$ cat src/rtl/tone_gen_if.sv
// Key-strobe and audio-output bundle for tone_gen.
// The player/sequencer side uses master; tone_gen uses slave.
interface tone_gen_if #(
    parameter int DIV_W = 6
);
    logic [3:0]       key;
    logic [1:0]       octave;
    logic             key_valid;
    logic             stop;
    logic             tone;
    logic             playing;
    logic [DIV_W-1:0] note_div;
    logic             key_err;

    modport master (
        output key, octave, key_valid, stop,
        input  tone, playing, note_div, key_err
    );

    modport slave (
        input  key, octave, key_valid, stop,
        output tone, playing, note_div, key_err
    );
endinterface

$ cat src/rtl/tone_gen.sv
// Square-wave note generator: a prescaler scaled by octave feeds a half-period
// counter that toggles tone every note_div ticks. All outputs come from flops.
module tone_gen #(
    parameter int DIV_W    = 6,
    parameter int PRESCALE = 256
) (
    input  logic        clk,
    input  logic        rst,
    tone_gen_if.slave   bus
);
    localparam int PS_W = $clog2(PRESCALE);

    typedef enum logic {IDLE, PLAY} state_t;

    state_t           state, state_nxt;
    logic             tone_q, tone_nxt;
    logic             err_q, err_nxt;
    logic [DIV_W-1:0] div_q, div_nxt;
    logic [DIV_W-1:0] hcnt_q, hcnt_nxt;
    logic [PS_W-1:0]  ps_q, ps_nxt;
    logic [1:0]       oct_q, oct_nxt;
    logic [PS_W-1:0]  ps_term;
    logic             key_bad, key_ok, tick;

    function automatic logic [DIV_W-1:0] key_div(input logic [3:0] k);
        logic [5:0] d;
        case (k)
            4'd0:    d = 6'd38;
            4'd1:    d = 6'd36;
            4'd2:    d = 6'd34;
            4'd3:    d = 6'd32;
            4'd4:    d = 6'd30;
            4'd5:    d = 6'd29;
            4'd6:    d = 6'd27;
            4'd7:    d = 6'd26;
            4'd8:    d = 6'd24;
            4'd9:    d = 6'd23;
            4'd10:   d = 6'd21;
            4'd11:   d = 6'd20;
            default: d = 6'd0;
        endcase
        return DIV_W'(d);
    endfunction

    assign key_bad = bus.key_valid && (bus.key >= 4'd12);
    assign key_ok  = bus.key_valid && !key_bad && !bus.stop;
    // Higher octaves shorten the tick interval by powers of two.
    assign ps_term = PS_W'((PRESCALE >> oct_q) - 1);
    assign tick    = (ps_q == ps_term);

    always_comb begin
        state_nxt = state;
        tone_nxt  = tone_q;
        div_nxt   = div_q;
        oct_nxt   = oct_q;
        ps_nxt    = '0;
        hcnt_nxt  = '0;
        err_nxt   = key_bad;
        if (bus.stop || key_bad) begin
            state_nxt = IDLE;
            tone_nxt  = 1'b0;
            div_nxt   = '0;
        end else if (key_ok) begin
            // Accept or retrigger: phase restarts high with both counters at 0.
            state_nxt = PLAY;
            tone_nxt  = 1'b1;
            div_nxt   = key_div(bus.key);
            oct_nxt   = bus.octave;
        end else if (state == PLAY) begin
            ps_nxt   = tick ? '0 : ps_q + 1'b1;
            hcnt_nxt = hcnt_q;
            if (tick) begin
                if (hcnt_q == div_q - 1'b1) begin
                    hcnt_nxt = '0;
                    tone_nxt = !tone_q;
                end else begin
                    hcnt_nxt = hcnt_q + 1'b1;
                end
            end
        end else begin
            tone_nxt = 1'b0;
            div_nxt  = '0;
        end
    end

    always_ff @(posedge clk) begin
        if (rst) begin
            state  <= IDLE;
            tone_q <= 1'b0;
            err_q  <= 1'b0;
            div_q  <= '0;
            hcnt_q <= '0;
            ps_q   <= '0;
            oct_q  <= '0;
        end else begin
            state  <= state_nxt;
            tone_q <= tone_nxt;
            err_q  <= err_nxt;
            div_q  <= div_nxt;
            hcnt_q <= hcnt_nxt;
            ps_q   <= ps_nxt;
            oct_q  <= oct_nxt;
        end
    end

    assign bus.tone     = tone_q;
    assign bus.playing  = (state == PLAY);
    assign bus.note_div = div_q;
    assign bus.key_err  = err_q;
endmodule

$ cat src/flat_wrapper.sv
// flat-port wrapper written by rule: the top's interface ports become plain ports
module tone_gen_flat 
#(
    parameter int DIV_W    = 6,
    parameter int PRESCALE = 256
)
  (clk, rst, bus_key, bus_octave, bus_key_valid, bus_stop, bus_tone, bus_playing, bus_note_div, bus_key_err);
  tone_gen_if #(.DIV_W(DIV_W)) bus_i ();
  input  logic clk;
  input  logic rst;
  input wire logic [$bits(bus_i.key)-1:0] bus_key;
  input wire logic [$bits(bus_i.octave)-1:0] bus_octave;
  input wire logic [$bits(bus_i.key_valid)-1:0] bus_key_valid;
  input wire logic [$bits(bus_i.stop)-1:0] bus_stop;
  output wire logic [$bits(bus_i.tone)-1:0] bus_tone;
  output wire logic [$bits(bus_i.playing)-1:0] bus_playing;
  output wire logic [$bits(bus_i.note_div)-1:0] bus_note_div;
  output wire logic [$bits(bus_i.key_err)-1:0] bus_key_err;
  assign bus_i.key = bus_key;
  assign bus_i.octave = bus_octave;
  assign bus_i.key_valid = bus_key_valid;
  assign bus_i.stop = bus_stop;
  assign bus_tone = bus_i.tone;
  assign bus_playing = bus_i.playing;
  assign bus_note_div = bus_i.note_div;
  assign bus_key_err = bus_i.key_err;
  tone_gen #(.DIV_W(DIV_W), .PRESCALE(PRESCALE)) u_core (.clk(clk), .rst(rst), .bus(bus_i));
endmodule
$ cat config.mk
export PLATFORM = sky130hd
export DESIGN_NAME = tone_gen_flat
export DESIGN_NICKNAME = d
export VERILOG_FILES = /design/src/rtl/tone_gen_if.sv /design/src/rtl/tone_gen.sv /design/src/flat_wrapper.sv
export SDC_FILE = /design/constraint.sdc
export NUM_CORES = 1
export LEC_CHECK = 0
export CAP_MARGIN = 30
export CORE_ASPECT_RATIO = 0.7
export CORE_MARGIN = 3
export CORE_UTILIZATION = 53
export DETAILED_ROUTE_END_ITERATION = 8
export PLACE_DENSITY_LB_ADDON = 0.3
export SYNTH_ARGS = -nofsm -noshare
export SYNTH_HDL_FRONTEND = slang
export SYNTH_SLANG_ARGS = --single-unit
$ cat constraint.sdc
create_clock -name clk -period 2.4 [get_ports clk]
set_input_delay 0.48 -clock clk [delete_from_list [all_inputs] [get_ports clk]]
set_output_delay 0.48 -clock clk [all_outputs]
set_load 0.05 [all_outputs]
==> results by stage, run 1 <==
Global routing:
- The leftover overflow at the end of global routing is 0.
- Entering global routing, the biggest net connects 15 pins.
- The met2 track utilization from global routing is 33.9%.
- The overall track demand over capacity in global routing is between 20% and 30%.
- The layer flagged by global routing as most heavily used is met2.
- Global routing used 4.40% of the available met3 tracks.
- The routing usage on met1 is 27.1%.
- The wire length of the first global-routing pass is 5210 µm.
- The initial antenna violation count is 0.
- The number of global-route vias before repair was approximately 1200.

Timing:
- The final-report max-slew violation count was 0.
- For the final database, setup skew stands at around 0.0023 ns.
- The highest clock rate is 0.483 GHz.
- Of the available clock period, the critical path in the final layout requires 86.3%.
- The actual slew at the worst max-slew pin is 0.516 ns.
- Setup repair after global routing left no endpoint under its margin.
- Measured against its own limit, the worst slew margin works out to about two thirds.
- Setup violations remaining at the end of the flow were counted as 0.
- The sum of negative setup slack is 0 ns.
- The final critical path time including I/O delays and setup is 2.07 ns.
- The final hold violation count is 0.

Worst setup path:
- The critical path goes through clkdlybuf4s50_1.
- On the critical path, the stage with the largest delay is an instance of sky130_fd_sc_hd__clkdlybuf4s50_1.
- STA classifies the critical path startpoint as a register.
- The worst setup path is of the reg -> out kind.
- The cell type group with the largest total delay on the critical path is buffers and inverters.
- The endpoint class of the critical path is an output pin.
- The largest single stage delay on the critical path is 0.85 ns.
- Data on the critical path arrives at its endpoint at around 1.6 ns.
- Of all nets on the critical path, the largest fanout is 7.
- Counting both buffers and inverters, the worst setup path holds a total of 1.
- Data on the critical path is required at its endpoint by 1.92 ns.

Finish:
- The number of nets at the end of the flow is 194.
- Cells with a size suffix above 1 make up 9.14% of the layout.
- The antenna diode count is 0.
- The count of cells in the finished layout, fillers not included, comes to 207.
- The area growth from synthesis to layout is 20.9%.

Floorplan:
- The die area is 3210 µm².
- The die is 48.3 µm tall.
- Row generation in the floorplan step produced 14 rows.
- The initial cell density of the core is between 50% and 60%.
- The region available for standard cell placement spans 2290 µm².
- The floorplan die width is 66.5 µm.
- 19 I/O pins were placed.

Logic synthesis:
- Of the post-synthesis cell area, the dominant cell type holds between 30% and 40%.
- The combinational family with the most area after synthesis is simple AND/OR/NAND/NOR gates.
- The number of different library cells in the post-synthesis netlist is 39.
- After synthesis, flip-flops and latches occupy 36.9% of the total area.
- The area fraction in and, or, nand and nor cells after synthesis is around 25%.
- The synthesized netlist devotes 7.37% of its cell area to adder and majority cells.
- The cell accounting for the most synthesized area is sky130_fd_sc_hd__dfxtp_1.
- The multiplexer fraction of the synthesized cell area is between 1 and 1.5%.
- The register bit total from synthesis is 25.
- In this run the mean area of a mapped cell was 8.99 µm².
- The number of nets produced by synthesis is about 170.
- The complex-gate fraction of the synthesized area is roughly 16%.
- The share of synthesized flip-flops with an asynchronous set or reset is 0%.
- Yosys printed 0 warnings.
- Counting every instance in the synthesized netlist gives 151.
- After synthesis, the cell types taking the most area are sky130_fd_sc_hd__dfxtp_1, sky130_fd_sc_hd__ha_1, sky130_fd_sc_hd__xnor2_1.
- The post-synthesis instance area is 1360 µm².
- The number of flops mapped to enable cells by yosys is 0.
- The most used flip-flop cell after synthesis is sky130_fd_sc_hd__dfxtp_1.
- The synthesized netlist devotes 10.3% of its cell area to XOR and XNOR gates.

Place:
- The count of port buffers added during placement is 18.
- Including well taps, the total number of placed cells is ~200.
- The congestion estimate from routability-driven global placement came to approximately 0.84.
- The detailed placement HPWL is 2320 µm.

CTS:
- The clock tree root buffer cell is sky130_fd_sc_hd__clkbuf_8.
- The count of hold buffers inserted by post-cts repair is 0.
- The worst-skew pair later-pin latency is roughly 0.26 ns.
- CTS built an H-tree with a depth of 1.
- Gates resized during post-CTS repair numbered 0.
- Once the clock tree was built, the setup fixing pass inserted 0 buffers.
- The number of clock buffers added by TritonCTS is 3.
- The tree built by TritonCTS fans out to 25 sinks.
- TritonCTS built the clock tree.
- The maximum buffer depth of the clock tree is 2.
- After clock tree synthesis, the clock-pin slew on the worst setup and hold paths is 0.08 ns.

Route:
- For this run, design rule violations remaining after detail routing come to 0.
- The first routing iteration left ~70 violations.
- The detailed-route via count is 1148.
- The detail route stage leaves a number of antenna-violating nets equal to 0.
- After detailed routing, the total wire length is 2870 µm.
- The wire length per cell is 13.9 µm.
- The first-pass detailed-route iteration total is 4.
- The post-detailed-route via-to-cell ratio is 5.55.

Power:
- The power spent charging and discharging nets is 182 µW.
- The switching share of power is 24.0%.
- The portion of total power attributed to the clock network is 32.0%.
- The sequential share of power is 56.1%.
- The combinational group share of total power is 11.9%.
- The internal portion of the total power is 577 µW.
- VDD sags by at most 378 µV.
- The leakage power total is 0.000623 µW.
- The power density over cell area is roughly 460 nW/µm².

Worst hold path:
- In this run the worst hold path is classified as reg -> reg.

Outcome:
- The run finished with clean final reports.

Job:
- The tool flagged a number of max-cap violations equal to 0.
[power groups by stage]
stage,clock network [µW],registers [µW],logic [µW]
3_3_place_gp,0,435,85.9
2_1_floorplan,0,446,36.4
4_1_cts,254,425,90.6
6_report,242,425,90.3
3_5_place_dp,0,435,90.2
5_1_grt,267,426,99.5
[final cells by class]
type,count,area (µm²)
inverters,8,30.0
flip-flops and latches,25,500
fillers,180,653
clock inverters,1,5.00
well taps,32,40.0
clock buffers,3,41.3
repair buffers,21,203
multi-input cells,117,822
[cells in the mapped netlist (2+ instances only)]
library cell and number:
sky130_fd_sc_hd__ha_1 8, sky130_fd_sc_hd__or3_1 2, sky130_fd_sc_hd__a22o_1 4, sky130_fd_sc_hd__and3_1 2, sky130_fd_sc_hd__mux2i_1 2, sky130_fd_sc_hd__dfxtp_1 25, sky130_fd_sc_hd__nand2_1 14, sky130_fd_sc_hd__nand3_1 8
sky130_fd_sc_hd__o21ai_0 5, sky130_fd_sc_hd__xor2_1 7, sky130_fd_sc_hd__nor3_1 5, sky130_fd_sc_hd__nor2_1 18, sky130_fd_sc_hd__nand2b_1 3, sky130_fd_sc_hd__o21ai_2 2, sky130_fd_sc_hd__inv_1 8, sky130_fd_sc_hd__a21oi_1 3
sky130_fd_sc_hd__xnor2_1 9, sky130_fd_sc_hd__o2bb2a_1 2, sky130_fd_sc_hd__o21ai_1 4
[layout by cell type (no fill, tap or decap), types with 5 or more instances in the layout]
cell type                         count
sky130_fd_sc_hd__clkdlybuf4s50_1     18
sky130_fd_sc_hd__dfxtp_1             25
sky130_fd_sc_hd__ha_1                 8
sky130_fd_sc_hd__inv_1                8
sky130_fd_sc_hd__nand2_1             14
sky130_fd_sc_hd__nand3_1              8
sky130_fd_sc_hd__nor2_1              18
sky130_fd_sc_hd__nor3_1               5
sky130_fd_sc_hd__o21ai_0              5
sky130_fd_sc_hd__xnor2_1              9
sky130_fd_sc_hd__xor2_1               7
[stage by stage]
stage          power, µW  hold WS (ns)  setup slack [ns]  utilization [%]  instance area, µm²
3_5_place_dp         525         0.456             0.150             69.5                1600
2_1_floorplan        483         0.426             0.185                -                1360
4_1_cts              770         0.477             0.329             71.5                1640
5_1_grt              793         0.513             0.113             71.5                1640
6_report             758         0.471             0.329             71.5                1640
3_3_place_gp         521         0.439             0.220             69.5                1600
[state kept, by name (all words and copies together) (netlist names)]
register / count
u_core.bus.key_err: 1
u_core.bus.note_div: 6
u_core.bus.playing: 1
u_core.bus.tone: 1
u_core.hcnt_q: 6
u_core.oct_q: 2
u_core.ps_q: 8
[worst paths after layout]
path                            to  slack, ns  depth (start not counted)                    from
setup / recovery   bus_note_div[2]       0.33                          1  u_core.bus.note_div[2]
hold / removal      u_core.ps_q[0]       0.47                          1          u_core.ps_q[0]
setup reg to reg  u_core.hcnt_q[5]       0.34                          8  u_core.bus.note_div[0]
hold reg to reg     u_core.ps_q[0]       0.47                          1          u_core.ps_q[0]
[metal layers]
layer | up-vias | wire length (µm) | share of wire (%)
met5 | - | 0 | 0
met4 | 0 | 57 | 2.0
met2 | 29 | 1360 | 47
li1 | 573 | - | -
met1 | 537 | 1310 | 46
met3 | 9 | 139 | 4.8
[kinds of logic after synthesis]
kind of cell	Yosys count
flip-flops	25
adder cells (fa/ha/maj)	8
AND/OR/NAND/NOR	63
buffers and inverters	9
AO/OA/AOI/OAI	28
XOR/XNOR	16
multiplexers	2
Power figures use the tool's default switching activity.
==> run 2: changes to the inputs <==
Settings changed: CORE_ASPECT_RATIO 0.7 to not set.
==> run 2 against run 1 <==
Net effect: clock power is 18% lower; highest routed layer unchanged; register-to-register slack got worse by 0.02 ns; clock-buffer cell count did not move; clock skew is 0.0042 ns higher; global-route usage shrank 0.72 points; core utilization fell by 2.0 points; die area fell by 0.30%; cell area down 1.8%; wire length down 1.4%; sequential share of layout area increased by 0.54 points; critical path type unchanged.
==> results by stage, run 2 (same netlist as run 1, synthesis figures left out) <==
CTS:
- The number of buffers inserted during clock tree synthesis is 3 (unchanged).
- The number of clock sinks seen by CTS is 25 (unchanged).
- The number of instances resized during post-cts repair is 0 (unchanged).
- The worst-skew pair later-pin latency was 0.33 ns (+0.07 ns).
- TritonCTS built the clock tree.
- The clock tree root buffer cell is sky130_fd_sc_hd__clkbuf_4.
- The maximum buffer depth of the clock tree came to 2 (unchanged).
- The post-CTS setup-driven buffer insertion count is 0 (unchanged).
- The clock transition at the register clock pins on the worst setup and hold paths after CTS was 0.14 ns (+0.06 ns).
- The CTS H-tree depth is 1 (unchanged).
- The count of hold buffers inserted by post-cts repair is 0 (unchanged).

Floorplan:
- The overall die height is 56.6 µm (+17%).
- The I/O pin count is 19 (unchanged).
- The area of the core was 2320 µm² (+1.0%).
- The floorplan die width is 56.6 µm (-15%).
- The die area is 3200 µm² (-0.30%).
- The initial cell density of the core came to 58.6% (-0.61 points).
- The placement row count came to 17 (+3).

Finish:
- Relative to the synthesized area, the layout overhead comes to 18.8%.
- The register cell area after layout is 500 µm² (unchanged).
- The number of nets at the end of the flow is 193 (-0.52%).
- The multi-input logic area is 822 µm² (unchanged).
- The post-route cell area is 1610 µm² (-1.8%).
- The library cells used most frequently in the layout, excluding fill and tap cells, are sky130_fd_sc_hd__dfxtp_1, sky130_fd_sc_hd__nor2_1, sky130_fd_sc_hd__clkdlybuf4s50_1, sky130_fd_sc_hd__nand2_1, sky130_fd_sc_hd__xnor2_1.
- The fraction of layout instances using a drive strength above 1 is 8.62% (-0.52 points).
- The antenna diode count is 0 (unchanged).
- The flip-flop count of the largest register, all copies and words added is 8 (unchanged).
- The number of inserted filler cells in the final layout is 203 (+13%).
- u_core.ps_q holds more flip-flops than any other register.
- The leading cell type in the layout, fill and taps excluded is sky130_fd_sc_hd__dfxtp_1.

Timing:
- Setup repair after global routing left no endpoint under its margin.
- The max-slew headroom at the worst pin was 66.2% (+0.70 points).
- The number of setup violations in the final report is 0 (unchanged).
- The final-report max-slew violation count came to 0 (unchanged).
- The final critical path time including I/O delays and setup was 2.15 ns (+0.0763 ns).
- The sum of negative setup slack came to 0 ns (unchanged).
- The smallest hold slack was 0.486 ns (+0.0149 ns).
- The actual slew at the worst max-slew pin is 0.506 ns (-0.0105 ns).
- The part of the cycle the worst path needs came to 89.5% (+3.2 points).
- The final hold violation count is 0 (unchanged).
- The highest clock rate is 0.466 GHz (-3.6%).
- The final worst clock skew was 0.00648 ns (+0.00419 ns).

Route:
- The detailed-route via count was 1168 (+1.7%).
- The wire length per cell was 14.0 µm (+1.0%).
- The number of antenna-violating nets in the routed design is 0 (unchanged).
- The post-detailed-route via-to-cell ratio is 5.78 (+4.3%).
- The count of routing violations after the opening detailed-route iteration is 25 (-64%).
- The total wire length after detailed routing is 2830 µm (-1.4%).
- The first-pass detailed-route iteration total is 4 (unchanged).
- The post-detailed-route DRC marker count came to 0 (unchanged).

Worst setup path:
- The required time of the critical path was 1.92 ns (about the same).
- The arrival time of data at the critical path endpoint is 1.67 ns (+0.08 ns).
- The delay of the slowest cell on the worst path came to 0.85 ns (about the same).
- The critical setup path kind is reg -> out.
- STA classifies the critical path startpoint as a register.
- The reg2reg setup slack is 0.32 ns (-0.02 ns).
- The signal on the critical path passes through clkdlybuf4s50_1.
- The endpoint of the lowest-slack register-to-register path is u_core.hcnt_q[5].
- The endpoint class of the critical path is an output pin.
- The startpoint of the most critical register-to-register path is u_core.bus.note_div[0].
- The path depth of the worst reg2reg path is 8 (unchanged).
- The sum of buffers and inverters on the critical path is 1 (unchanged).
- The worst-path maximum fanout is 7 (unchanged).
- Among cell families on the critical path, the largest total delay comes from buffers and inverters.
- The slowest stage of the critical path is the sky130_fd_sc_hd__clkdlybuf4s50_1 cell.

Global routing:
- The leftover overflow at the end of global routing was 0 (unchanged).
- The initial antenna violation count is 0 (unchanged).
- The number of global-route vias before repair is 1155 (-0.087%).
- The wire length of the first global-routing pass was 5020 µm (-3.6%).
- The overall track demand over capacity in global routing is 19.9% (-0.72 points).
- The maximum number of pins on one net before global-route repair is 16 (+1).

Worst hold path:
- The endpoint with the worst hold slack is u_core.ps_q[0].
- The depth of the worst hold-timing path is 1 (unchanged).
- The startpoint identified for the worst hold timing path is u_core.ps_q[0].
- The path class of the tightest hold or removal check is reg -> reg.

Place:
- The final RePlAce weighted congestion is 0.848 (+1.4%).
- The total cell area at the placement stage is 1580 µm² (-0.78%).
- The count of port buffers added during placement is 18 (unchanged).
- The detailed placement HPWL is 2210 µm (-4.9%).

Outcome:
- The flow ran to the end, and the final reports show no timing, DRC or antenna violations.

Job:
- The number of maximum-capacitance constraint violations is 0 (unchanged).

Power:
- The worst ir drop on vdd is 465 µV (+23%).
- The power density over cell area is 441 nW/µm² (-4.6%).
- The leakage power total was 0.000607 µW (-2.6%).
run 2: cell types whose count changed in the layout (fill, tap and decap cells not counted), sizes merged:
cell / before / now
buf: 3 / 2
clkinv: 1 / 0
clkinvlp: 0 / 1
run 2: where the power goes:
group / leakage [µW] / total [µW] / internal, µW / switching (µW)
Clock: 0.0000139 / 198 / 63.9 / 134
Combinational: 0.000391 / 86.9 / 39.5 / 47.5
Sequential: 0.000202 / 426 / 420 / 5.68
Total: 0.000607 / 711 / 524 / 187
run 2: worst max path at each step:
stage / start / to / depth (start not counted)
global route: u_core.bus.note_div[3] / bus_note_div[3] / 1
finish: u_core.bus.note_div[2] / bus_note_div[2] / 1
floorplan: u_core.bus.note_div[0] / u_core.hcnt_q[5] / 8
detailed placement: bus_stop / u_core.hcnt_q[3] / 5
CTS: u_core.bus.note_div[2] / bus_note_div[2] / 1
global placement: bus_key_valid / u_core.hcnt_q[3] / 5
run 2: stage by stage:
step                      power (µW)  util (%)  worst slack, ns  cells
after floorplan                  483         -            0.185    151
after global placement           519      68.3            0.251    198
after detailed placement         522      68.3            0.192    198
after CTS                        721      69.6            0.243    202
after global routing             741      69.6            0.170    202
final                            711      69.6            0.253    202
run 2: layer usage:
metal  vias up  GRT usage, %  share of wire (%)
li1        577             -                  -
met1       560          23.4                 43
met2        23          34.7                 50
met3         8          4.37                3.9
met4         0          8.14                2.4
met5         -             0                  0
run 2: area by class of cell:
class / count / share of cell area (%)
Multi-Input combinational cell: 117 / 51.0
Sequential cell: 25 / 31.0
Inverter: 8 / 1.86
Tap cell: 28 / 2.17
Timing Repair Buffer: 20 / 12.1
Clock inverter: 1 / 0.465
Clock buffer: 3 / 1.40
